**src/rtl/decimator_pkg.sv**
```systemverilog
// Shared types and default sizing for the multichannel decimator.
package decimator_pkg;

   localparam int unsigned DefNumChannels       = 4;
   localparam int unsigned DefDataBits          = 10;
   localparam int unsigned DefMaxLog2Factor     = 4;
   localparam int unsigned DefDefaultLog2Factor = 3;
   localparam int unsigned AccBits              = DefDataBits + DefMaxLog2Factor;

   typedef enum logic {
      DEC_PICK = 1'b0,
      DEC_AVG  = 1'b1
   } mode_e;

   typedef enum logic [1:0] {
      IDLE  = 2'd0,
      RUN   = 2'd1,
      STALL = 2'd2
   } state_t;

endpackage

```
**src/rtl/multichannel_decimator_if.sv**
```systemverilog
// Sample-stream, output-stream and configuration signals of the decimator.
interface multichannel_decimator_if #(
   parameter int unsigned NumChannels   = 4,
   parameter int unsigned DataBits      = 10,
   parameter int unsigned MaxLog2Factor = 4
) ();
   localparam int unsigned KW = $clog2(MaxLog2Factor + 1);
   localparam int unsigned DW = NumChannels * DataBits;

   logic          cfg_load_i;
   logic [KW-1:0] cfg_log2_factor_i;
   logic          cfg_mode_i;
   logic [DW-1:0] data_i;
   logic          valid_i;
   logic          ready_o;
   logic [DW-1:0] data_o;
   logic          valid_o;
   logic          ready_i;

   modport slave (
      input  cfg_load_i, cfg_log2_factor_i, cfg_mode_i, data_i, valid_i, ready_i,
      output ready_o, data_o, valid_o
   );

   modport master (
      output cfg_load_i, cfg_log2_factor_i, cfg_mode_i, data_i, valid_i, ready_i,
      input  ready_o, data_o, valid_o
   );
endinterface

```
**src/rtl/multichannel_decimator_lane.sv**
```systemverilog
// One lane: sign-extended group accumulator and PICK/AVG result select.
module decim_lane
   import decimator_pkg::*;
#(
   parameter int unsigned DataBits      = 10,
   parameter int unsigned MaxLog2Factor = 4
) (
   input  logic                              clk_i,
   input  logic                              rst_ni,
   input  logic [DataBits-1:0]               i_sample,
   input  logic                              i_accept,
   input  logic                              i_wrap,
   input  logic                              i_clear,
   input  mode_e                             i_mode,
   input  logic [$clog2(MaxLog2Factor+1)-1:0] i_k,
   output logic [DataBits-1:0]               o_result_c
);
   localparam int unsigned AccW = DataBits + MaxLog2Factor;

   logic signed [AccW-1:0] r_acc;
   logic signed [AccW-1:0] w_sum;

   assign w_sum = r_acc + {{MaxLog2Factor{i_sample[DataBits-1]}}, i_sample};

   // Arithmetic shift floors toward -inf; low DataBits hold the mean.
   assign o_result_c = (i_mode == DEC_PICK) ? i_sample : DataBits'(w_sum >>> i_k);

   always_ff @(posedge clk_i or negedge rst_ni) begin
      if (!rst_ni) begin
         r_acc <= '0;
      end else if (i_clear) begin
         r_acc <= '0;
      end else if (i_accept) begin
         r_acc <= i_wrap ? '0 : w_sum;
      end
   end
endmodule

```
**src/rtl/multichannel_decimator.sv**
```systemverilog
// Multichannel power-of-two decimator: shared counter, FSM, config and handshake.
module multichannel_decimator
   import decimator_pkg::*;
#(
   parameter int unsigned NumChannels       = DefNumChannels,
   parameter int unsigned DataBits          = DefDataBits,
   parameter int unsigned MaxLog2Factor     = DefMaxLog2Factor,
   parameter int unsigned DefaultLog2Factor = DefDefaultLog2Factor
) (
   input  logic                     clk_i,
   input  logic                     rst_ni,
   multichannel_decimator_if.slave  bus
);
   localparam int unsigned KW = $clog2(MaxLog2Factor + 1);
   localparam int unsigned CW = MaxLog2Factor;
   localparam int unsigned DW = NumChannels * DataBits;

   logic [KW-1:0] r_k;
   mode_e         r_mode;
   logic [CW-1:0] r_cnt;
   state_t        r_state;
   logic          r_valid;
   logic [DW-1:0] r_data;

   logic [CW-1:0] w_mask;
   logic          w_wrap;
   logic          w_next_is_emit;
   logic          w_ready;
   logic          w_accept;
   logic          w_emit;
   logic [KW-1:0] w_k_clamped;
   logic [DW-1:0] w_lane_res;

   assign w_mask         = CW'((32'd1 << r_k) - 32'd1);
   assign w_wrap         = (r_cnt == w_mask);
   assign w_next_is_emit = (r_mode == DEC_PICK) ? (r_cnt == '0) : w_wrap;
   // Only an emit can be blocked; it needs the output register free or draining.
   assign w_ready        = !(w_next_is_emit && r_valid && !bus.ready_i);
   assign w_accept       = bus.valid_i && w_ready;
   assign w_emit         = w_accept && w_next_is_emit && !bus.cfg_load_i;
   assign w_k_clamped    = (bus.cfg_log2_factor_i > KW'(MaxLog2Factor)) ?
                           KW'(MaxLog2Factor) : bus.cfg_log2_factor_i;

   assign bus.ready_o = w_ready;
   assign bus.valid_o = r_valid;
   assign bus.data_o  = r_data;

   for (genvar c = 0; c < NumChannels; c++) begin : g_lane
      decim_lane #(
         .DataBits      (DataBits),
         .MaxLog2Factor (MaxLog2Factor)
      ) u_lane (
         .clk_i      (clk_i),
         .rst_ni     (rst_ni),
         .i_sample   (bus.data_i[c*DataBits +: DataBits]),
         .i_accept   (w_accept),
         .i_wrap     (w_wrap),
         .i_clear    (bus.cfg_load_i),
         .i_mode     (r_mode),
         .i_k        (r_k),
         .o_result_c (w_lane_res[c*DataBits +: DataBits])
      );
   end

   // Config, group counter, control FSM and output register.
   always_ff @(posedge clk_i or negedge rst_ni) begin
      if (!rst_ni) begin
         r_k     <= KW'(DefaultLog2Factor);
         r_mode  <= DEC_PICK;
         r_cnt   <= '0;
         r_state <= IDLE;
         r_valid <= 1'b0;
         r_data  <= '0;
      end else begin
         if (bus.cfg_load_i) begin
            r_k     <= w_k_clamped;
            r_mode  <= mode_e'(bus.cfg_mode_i);
            r_cnt   <= '0;
            r_state <= IDLE;
         end else begin
            if (w_accept) begin
               r_cnt <= w_wrap ? '0 : r_cnt + CW'(1);
            end
            case (r_state)
               IDLE:    if (w_accept) r_state <= RUN;
               RUN:     if (bus.valid_i && w_next_is_emit && r_valid && !bus.ready_i)
                           r_state <= STALL;
               STALL:   if (bus.ready_i) r_state <= RUN;
               default: r_state <= IDLE;
            endcase
         end

         if (w_emit) begin
            r_valid <= 1'b1;
            r_data  <= w_lane_res;
         end else if (r_valid && bus.ready_i) begin
            r_valid <= 1'b0;
         end
      end
   end
endmodule

```
**src/flat_wrapper.sv**
```systemverilog
// flat-port wrapper written by rule: the top's interface ports become plain ports
module multichannel_decimator_flat import decimator_pkg::*;
#(
   parameter int unsigned NumChannels       = DefNumChannels,
   parameter int unsigned DataBits          = DefDataBits,
   parameter int unsigned MaxLog2Factor     = DefMaxLog2Factor,
   parameter int unsigned DefaultLog2Factor = DefDefaultLog2Factor
)
  (clk_i, rst_ni, bus_cfg_load_i, bus_cfg_log2_factor_i, bus_cfg_mode_i, bus_data_i, bus_valid_i, bus_ready_i, bus_ready_o, bus_data_o, bus_valid_o);
  multichannel_decimator_if #(.NumChannels(NumChannels), .DataBits(DataBits), .MaxLog2Factor(MaxLog2Factor)) bus_i ();
  input  logic clk_i;
  input  logic rst_ni;
  input wire logic [$bits(bus_i.cfg_load_i)-1:0] bus_cfg_load_i;
  input wire logic [$bits(bus_i.cfg_log2_factor_i)-1:0] bus_cfg_log2_factor_i;
  input wire logic [$bits(bus_i.cfg_mode_i)-1:0] bus_cfg_mode_i;
  input wire logic [$bits(bus_i.data_i)-1:0] bus_data_i;
  input wire logic [$bits(bus_i.valid_i)-1:0] bus_valid_i;
  input wire logic [$bits(bus_i.ready_i)-1:0] bus_ready_i;
  output wire logic [$bits(bus_i.ready_o)-1:0] bus_ready_o;
  output wire logic [$bits(bus_i.data_o)-1:0] bus_data_o;
  output wire logic [$bits(bus_i.valid_o)-1:0] bus_valid_o;
  assign bus_i.cfg_load_i = bus_cfg_load_i;
  assign bus_i.cfg_log2_factor_i = bus_cfg_log2_factor_i;
  assign bus_i.cfg_mode_i = bus_cfg_mode_i;
  assign bus_i.data_i = bus_data_i;
  assign bus_i.valid_i = bus_valid_i;
  assign bus_i.ready_i = bus_ready_i;
  assign bus_ready_o = bus_i.ready_o;
  assign bus_data_o = bus_i.data_o;
  assign bus_valid_o = bus_i.valid_o;
  multichannel_decimator #(.NumChannels(NumChannels), .DataBits(DataBits), .MaxLog2Factor(MaxLog2Factor), .DefaultLog2Factor(DefaultLog2Factor)) u_core (.clk_i(clk_i), .rst_ni(rst_ni), .bus(bus_i));
endmodule
```
**config.mk**
```make
export PLATFORM = sky130hd
export DESIGN_NAME = multichannel_decimator_flat
export DESIGN_NICKNAME = d
export VERILOG_FILES = /design/src/rtl/decimator_pkg.sv /design/src/rtl/multichannel_decimator_if.sv /design/src/rtl/multichannel_decimator_lane.sv /design/src/rtl/multichannel_decimator.sv /design/src/flat_wrapper.sv
export SDC_FILE = /design/constraint.sdc
export NUM_CORES = 1
export LEC_CHECK = 0
export CORE_AREA = 2 2 103 154
export CTS_CLUSTER_DIAMETER = 80
export CTS_CLUSTER_SIZE = 12
export DETAILED_ROUTE_END_ITERATION = 7
export DIE_AREA = 0 0 105 156
export MAX_ROUTING_LAYER = met4
export PLACE_DENSITY = 0.84
export REMOVE_ABC_BUFFERS = 1
export SYNTH_ARGS = -nofsm -noshare
export SYNTH_HDL_FRONTEND = slang
export SYNTH_SLANG_ARGS = --single-unit
```
**constraint.sdc**
```tcl
create_clock -name clk_i -period 4.44 [get_ports clk_i]
set_input_delay 0.888 -clock clk_i [delete_from_list [all_inputs] [get_ports clk_i]]
set_output_delay 0.888 -clock clk_i [all_outputs]
set_load 0.02 [all_outputs]
```
# Yosys cells after proc, flatten, opt, wreduce, memory -nomap -nowiden
# Cells that the tools add are included.
# classes
addsub,6
n_mul,0
n_div,0
n_lt_le_gt_ge,1
n_eq_ne,1
n_shift,5
muxes,23
bitwise,0
reduce_logical,12
# ops
op,count
$mux W14,12
$add A14 B14 Y14,4
$sshr A14 B3 Y10,4
$mux W10,4
$mux W4,3
$logic_and A1 B1 Y1,6
$add A4 B1 Y4 const B,1
$eq A4 B4 Y1,1
$logic_not A4 Y1,1
$reduce_bool A2 Y1,2
$shl A1 B3 Y4 const A,1
$sub A4 B1 Y4 const B,1
$gt A3 B3 Y1 const B,1
$logic_not A1 Y1,3
$mux W1,3
$mux W3,1
# word_totals
ff_bits,105
latch_bits,0
ramBits,0
mem_bits_ro,0
in_bits,49
out_inout_bits,42
wordCells,57
n_memories,0

# Logic depth before layout (Yosys ltp)
# depth
ltp_word,11
depth_mapped,16
mapped_depth_nobuf,11

# Hierarchy
# A second synthesis with hierarchy kept.
# unflattened
cells_unflattened,1396
hier_area_um2,11584.9
# by_module_without_submodules
module,instances,cells_each,area_per_inst_um2,seq_area_each_um2
decim_lane (u_core.g_lane[2].u_lane ...),2,262,2014.4,350.3
decim_lane (u_core.g_lane[0].u_lane ...),2,237,1981.9,350.3
multichannel_decimator,1,398,3592.2,1228.7

# Worst setup path after synthesis
# No wires, ideal clock.
# synth_path
path_type,register to output
start,register u_core.r_k[2]
end,output port bus_ready_o
arrival_ps,2532
required_time_ps,3552
path_slack_ps,1020
path_stages_with_launch,12
n_path_buf,3
cell_sequence,dfrtp_1 > buf_4 > clkinv_1 > buf_1 > clkbuf_1 > nand2_1 > ha_1 > xnor2_1 > mux2i_1 > o211a_1 > or2_1 > nand2_1
# synth_between
elab_chain_len,7
# synth_lines
element,line,source
start: declaration,multichannel_decimator.sv:18,logic [KW-1:0] r_k;
start signal: assignment,multichannel_decimator.sv:68,r_k <= KW'(DefaultLog2Factor);
start signal: assignment,multichannel_decimator.sv:76,r_k <= w_k_clamped;
$shl A1 B3 Y4,multichannel_decimator.sv:34,assign w_mask = CW'((32'd1 << r_k) - 32'd1);
$sub A4 B1 Y4,multichannel_decimator.sv:34,
$eq A4 B4 Y1,multichannel_decimator.sv:35,assign w_wrap = (r_cnt == w_mask);
$mux W1,multichannel_decimator.sv:36,assign w_next_is_emit = (r_mode == DEC_PICK) ? (r_cnt == '0) : w_wrap;
$logic_and A1 B1 Y1 (2 in a row),multichannel_decimator.sv:38,assign w_ready = !(w_next_is_emit && r_valid && !bus.ready_i);
$logic_not A1 Y1,multichannel_decimator.sv:38,
end: declaration,flat_wrapper.sv:19,output wire logic [$bits(bus_i.ready_o)-1:0] bus_ready_o;
# Every way passes these cells.

# Worst setup path after layout
# layout_path
start,register u_core.r_k[0]
end,output port bus_ready_o
# The elaborated chain is that of the path after synthesis.

==> impl_metrics.py <==
metrics = {
    "yosys": {
        "synth_top_family_by_area": "compound AO/OA/AOI/OAI gates",
        "synthAdderAreaFrac": 0.08816,
        "synthTopCellsByCount": "dfrtp_1 (103), nor2_1 (75), o21ai_0 (74)",
        "synthXorXnorAreaFrac": 0.05212,
        "synth_mux_area_frac": 0.09332,
        "synthDistinctLibCells": 94,
        "synth_compound_area_frac": 0.2708,
        "ys_ff_latch": 105,
        "ys_warn_count": 0,
        "yosysSeqAreaShare": 0.3018,
        "yosys.area.top_type_share": 0.2958,
        "syn_avg_cell_area_um2": 9.049,
        "synth_simple_gate_area_frac": 0.1548,
        "synth_area_leaders": "dfrtp_1 (30%), ha_1 (7.9%), a22o_1 (4.3%)",
        "yosysTopAreaCell": "dfrtp_1",
        "synth_edf_count": 0,
        "synth_area_um2": 8715,
        "ys.flop_type": "dfrtp_1",
        "yosysMostFrequentCell": "dfrtp_1",
        "synth_cells": 963,
        "synthArstFlopShare": 1.000,
    },
    "pwr": {
        "power_mw": 4.724,
        "ir_drop_v": 0.0002959,
        "p_leak_nw": 4.392,
        "p_per_area_nw_per_um2": 469.2,
    },
    "place": {
        "placed_cell_area_um2": 9788,
        "dp_cells": 1216,
        "dp_hpwl_mm": 18.19,
        "pre_cts_slack_ns": 0.3897,
        "portBuffers": 90,
        "place_congestion": 0.9332,
    },
    "routing": {
        "wirelength_mm": 25.91,
        "drtIter0Drc": 519,
        "wl_per_cell_um": 21.03,
        "drtPass1Iterations": 5,
        "drc_errors": 0,
        "route.vias.total": 8317,
        "ant_nets": 0,
        "avgViaCountPerCell": 6.751,
    },
    "die": {
        "start_util": 0.5809,
        "die_height_um": 156,
        "die_w_um": 105,
        "pin_count": 91,
        "coreArea_um2": 15000,
        "num_rows": 55,
        "die_area_um2": 16380,
    },
    "clock_network": {
        "clockBufferDepth": 2,
        "clockRootBuffer": "clkbuf_16",
        "clk_latency_ns": 0.36,
        "cts_num_sinks": 105,
        "cts_hold_buf": 0,
        "clkTransAtPathRegs_ns": 0.08,
        "cts_tree": "built",
        "cts_made_buffers": 9,
        "cts.htree.levels": 3,
    },
    "critical_path": {
        "critPathBufInv": 2,
        "critPathMaxStageDelay_ns": 0.62,
        "cp-end-kind": "output port",
        "crit_arrival_ns": 3.24,
        "crit_top_cell": "nand2_1",
        "crit_family": "buffers and inverters",
        "cp.required_ns": 3.55,
        "worstSetupPathType": "reg -> out",
        "slowest_stage": "clkdlybuf4s50_1",
        "critPathLaunchType": "flip-flop",
        "path_cells": "buf_4 > nand2_1 > ha_1 > xnor2_1 > mux2i_1 > o211a_1 > or2_1 > nand2_1 > clkdlybuf4s50_1",
        "cp_max_fo": 25,
    },
    "sta": {
        "fmax_mhz": 242.2,
        "maxSlewHeadroom": 0.3390,
        "report.final.slew_viol_count": 0,
        "finClkSkew_ns": 0.01328,
        "final.setup.worst_slack_ns": 0.3120,
        "finalHoldViolCount": 0,
        "min_period_over_period": 0.9297,
        "finalCriticalPeriod_ns": 4.128,
        "worst_slew_pin_slew_ns": 0.9777,
        "setup_viol": 0,
        "holdWs_ns": 0.4925,
        "rsz0062_at_grt": "false",
    },
    "min_path": {
        "hold_class": "reg -> reg",
    },
    "cells_and_area": {
        "fin_area_um2": 10070,
        "num-fill-cells": 1237,
        "drive_above_1_share": 0.08906,
        "nets": 1136,
        "syn_to_final_growth_pct": 15.53,
        "num_antenna_cells": 0,
        "stdcell_count": 1232,
    },
    "grt": {
        "grt_pass1_vias": 8272,
        "antenna_found_initial": 0,
        "track_usage": 0.3272,
        "overflow": 0,
        "grt_max_degree": 48,
        "grt_pass1_wl_mm": 41.97,
    },
    "flow_run": {
        "cap_violations": 0,
    },
    "run_status": {
        "status": "complete, no violations",
    },
}
==> layout by cell type (no fill, tap or decap), types with 12 or more instances in the layout <==
cell / instances
dfrtp_1: 103
clkdlybuf4s50_1: 89
o21ai_0: 74
nor2_1: 74
a21oi_1: 67
nand2_1: 61
ha_1: 55
a22o_1: 43
mux2i_1: 36
nor3_1: 28
xnor2_1: 27
or3_1: 25
inv_1: 24
a211oi_1: 24
xor2_1: 18
a21o_1: 17
nand3_1: 17
buf_4: 17
mux4_2: 15
and3_1: 14
o21a_1: 12
==> final timing paths <==
| check | from | endpoint | slack [ns] | cells after the start |
|---|---|---|---|---|
| max in group asynchronous | rst_ni | u_core.r_k[0] | 2.97 | 2 |
| min in group asynchronous | rst_ni | u_core.g_lane[0].u_lane.r_acc[13] | 0.56 | 1 |
| hold reg to reg | u_core.bus.data_o[31] | u_core.bus.data_o[31] | 0.49 | 1 |
| setup / recovery | u_core.r_k[0] | bus_ready_o | 0.31 | 9 |
| hold / removal | u_core.bus.data_o[31] | u_core.bus.data_o[31] | 0.49 | 1 |
| setup reg to reg | u_core.r_k[0] | u_core.g_lane[3].u_lane.r_acc[6] | 0.94 | 11 |
==> final cells by class <==
| type | instances | area [µm²] | share of cell area |
|---|---|---|---|
| clock buffers | 9 | 225.2 | 0.02237 |
| clock inverters | 7 | 52.55 | 0.005219 |
| inverters | 27 | 103.9 | 0.01031 |
| multi-input cells | 778 | 5769 | 0.5730 |
| flip-flops and latches | 105 | 2630 | 0.2612 |
| well taps | 199 | 249.0 | 0.02473 |
| repair buffers | 107 | 1039 | 0.1031 |
==> flip-flops by register name (all words and copies together), names as in the netlist <==
name,flops
u_core.g_lane.u_lane.r_acc,56
u_core.r_cnt,4
u_core.bus.data_o,40
u_core.r_mode,1
u_core.r_k,3
u_core.bus.valid_o,1
==> what timing repair did <==
action | CTS | global route
resized for setup | 0 | 1
setup endpoints to repair | 0 | 1
endpoints found under the hold margin | 0 | 0
setup buffers | 0 | 0
==> per-stage QoR <==
stage / TNS (ns) / util
global route: 0 / 0.6711
finish: 0 / 0.6711
floorplan: -76.46 / -
detailed placement: 0 / 0.6525
global placement: 0 / 0.6525
CTS: 0 / 0.6710
==> metal layers <==
metal	vias up	share of wire	global-route usage
met2	449	0.49	0.5408
met3	104	0.078	0.04887
li1	3782	-	-
met4	0	0.047	0.1702
met1	3982	0.38	0.3870
met5	-	0	-
==> logic make-up after synthesis <==
| logic type | after synthesis |
|---|---|
| compound gates | 338 |
| xor+xnor | 48 |
| fa+ha+maj | 59 |
| buf+inv | 80 |
| flops | 105 |
| mux | 61 |
| simple gates | 272 |
==> power by group <==
part | switching, mW | internal (mW) | total (mW)
clock | 0.408 | 0.387 | 0.795
combinational | 1.40 | 1.13 | 2.53
sequential | 0.190 | 1.20 | 1.40
total | 2.00 | 2.72 | 4.72
No activity file was read; power rests on OpenSTA's default activity.
==> RTL change: new RTL, same settings <==
Set the package constant `DefDataBits` to 5 (it was 10).
--- a/src/rtl/decimator_pkg.sv
+++ b/src/rtl/decimator_pkg.sv
@@ -2,7 +2,7 @@
 package decimator_pkg;
 
    localparam int unsigned DefNumChannels       = 4;
-   localparam int unsigned DefDataBits          = 10;
+   localparam int unsigned DefDataBits          = 5;
    localparam int unsigned DefMaxLog2Factor     = 4;
    localparam int unsigned DefDefaultLog2Factor = 3;
    localparam int unsigned AccBits              = DefDataBits + DefMaxLog2Factor;
Interface: changed (resized bus_data_i and bus_data_o); port bits go from 91 to 51. The function was not compared with the original's and may differ.
==> RTL change against the unedited design <==
- first-iteration DRC count increased by 8.5%
- setup slack got worse by 46 ps
- area after synthesis decreased by 39%
- critical path depth decreased by 1
- final area decreased by 37%
- sequential power decreased by 41%
- power decreased by 41%
- highest routed layer unchanged
- sequential cell count decreased by 40
- wire length decreased by 36%
- critical endpoint unchanged
==> RTL change: results (changes against the unedited design) <==
* Routability cong. at 0.9837 (+5.4%)
* Vias per cell at 6.077 (-10%)
* First-pass GRT wire length at 26.44 mm (-37%)
* FF-to-FF End: u_core.bus.data_o[4]$_DFFE_PN0P_
* DR WL met2 at 8.324 mm (-35%)
* Hold path depth at 2 (+1)
* Worst-path maximum fanout at 22 (-12%)
* R2R depth at 9 (-2)
* Sequential element share of the synthesized area at 0.3045 (+0.002695)
* Top-count cell post-synth: nand2_1
* Largest net degree at the start of global routing at 49 (+2.1%)
* GR Util met3 at 0.02882 (-0.02005)
* Rel. slew slack at 0.1949 (-0.1441)
* M2 GR Usage at 0.3587 (-0.1821)
* P_int at 1.686 mW (-38%)
* Post-DP HPWL at 12.00 mm (-34%)
* Inverters at 23 (-15%)
* Wirelength per Cell at 18.95 um (-9.9%)
* 1st-iter DRT viols at 563 (+8.5%)
* Status: completed
* Total track usage at 0.2077 (-0.1196)
* Clk_skew at 5.122 ps (-8.158 ps)
* Max IR drop VDD at 185.4 uV (-37%)
* Max incr delay on CP at 580 ps (-40 ps)
* Synth cell types at 74 (-21%)
* WHS Endpoint: u_core.g_lane[0].u_lane.r_acc[2]$_DFFE_PN0P_
* Proportion of layout cells with a drive suffix above 1 at 0.07988 (-0.009179)
* Number of synthesized register bits at 65 (-38%)
* Comb power frac at 0.448 (-0.088)
* Register area at 1629 um^2 (-38%)
* Clk slew on worst S/H paths at 50 ps (-30 ps)
* Clk_lat worst skew at ~350 ps
* Top cell types by occurrence after synthesis: nand2_1, dfrtp_1, o21ai_0
* Number of global-route vias before repair at 5342 (-35%)
* Fraction of cell area in non-clock buffers at 0.09333 (-0.009819)
* Met1 Use GR at 0.2232 (-0.1638)
* Final instance area at 6355 um^2 (-37%)
* Area post-placement at 6065 um^2 (-38%)
* Hold slack at 487.5 ps (-5.021 ps)
* Ranking of synthesized cells by area: dfrtp_1, ha_1, o21ai_0
* Multi-In Gates at 509 (-35%)
* Met3 WL at 1.093 mm (-46%)
* CP arrival at 3290 ps (+50 ps)
* Signal buffers at 63 (-41%)
* Min-Delay Startpoint: u_core.g_lane[0].u_lane.r_acc[2]$_DFFE_PN0P_
* Filler Cell Count at 1465 (+18%)
* Multi-input gate area at 3507 um^2 (-39%)
* CTS H-tree depth at 3 (unchanged)
* Port bufs at 50 (-44%)
* Wl on met1 at 6.218 mm (-37%)
* CLK BUF at 13 (+4)
* Sequential share of power at 0.297 (+0.002)
* Post-layout nets at 739 (-35%)
[RTL change: cell count changes in the layout (fill, tap and decap cells not counted), moves of 11 or more]
cell | unedited run | this run
nor2_1 | 74 | 56
o21ai_0 | 74 | 58
mux2i_1 | 36 | 9
a211oi_1 | 24 | 13
nor3_1 | 28 | 7
xnor2_1 | 27 | 15
o21a_1 | 12 | 1
or3_1 | 25 | 12
dfrtp_1 | 103 | 63
ha_1 | 55 | 35
a21oi_1 | 67 | 44
mux4_2 | 15 | 2
a22o_1 | 43 | 23
clkdlybuf4s50_1 | 89 | 49
[RTL change: how the worst max path moves through the flow]
stage,startpoint,to,cells past startpoint
after floorplan,u_core.r_k[2]$_DFFE_PN0P_,u_core.g_lane[1].u_lane.r_acc[8]$_DFFE_PN0P_,10
after global placement,bus_data_i[5],u_core.bus.data_o[8]$_DFFE_PN0P_,11
after detailed placement,bus_data_i[5],u_core.bus.data_o[8]$_DFFE_PN0P_,11
after CTS,u_core.r_k[1]$_DFFE_PN1P_,bus_ready_o,8
after global routing,u_core.r_k[1]$_DFFE_PN1P_,bus_ready_o,8
final,u_core.r_k[1]$_DFFE_PN1P_,bus_ready_o,8
[RTL change: metrics by stage]
stage	worst slack, ps	cells	total power [mW]
after floorplan	730.8	597	1.617
after global placement	687.4	859	2.034
after detailed placement	642.3	859	2.058
after CTS	323.5	875	2.769
after global routing	134.3	875	2.932
final	266.3	875	2.800
[RTL change: worst max-delay path: cells and delay by family, from the launching register on]
kind	cells	cell delay, ps
simple gates	2	590
buf+inv	1	580
flops	1	500
compound gates	2	400
mux	1	370
xor+xnor	1	270
fa+ha+maj	1	210
[RTL change: logic make-up after synthesis]
family | synth area share
mux | 0.03859
fa+ha+maj | 0.09682
compound gates | 0.2795
buf+inv | 0.04093
flops | 0.3045
xor+xnor | 0.04584
simple gates | 0.1939
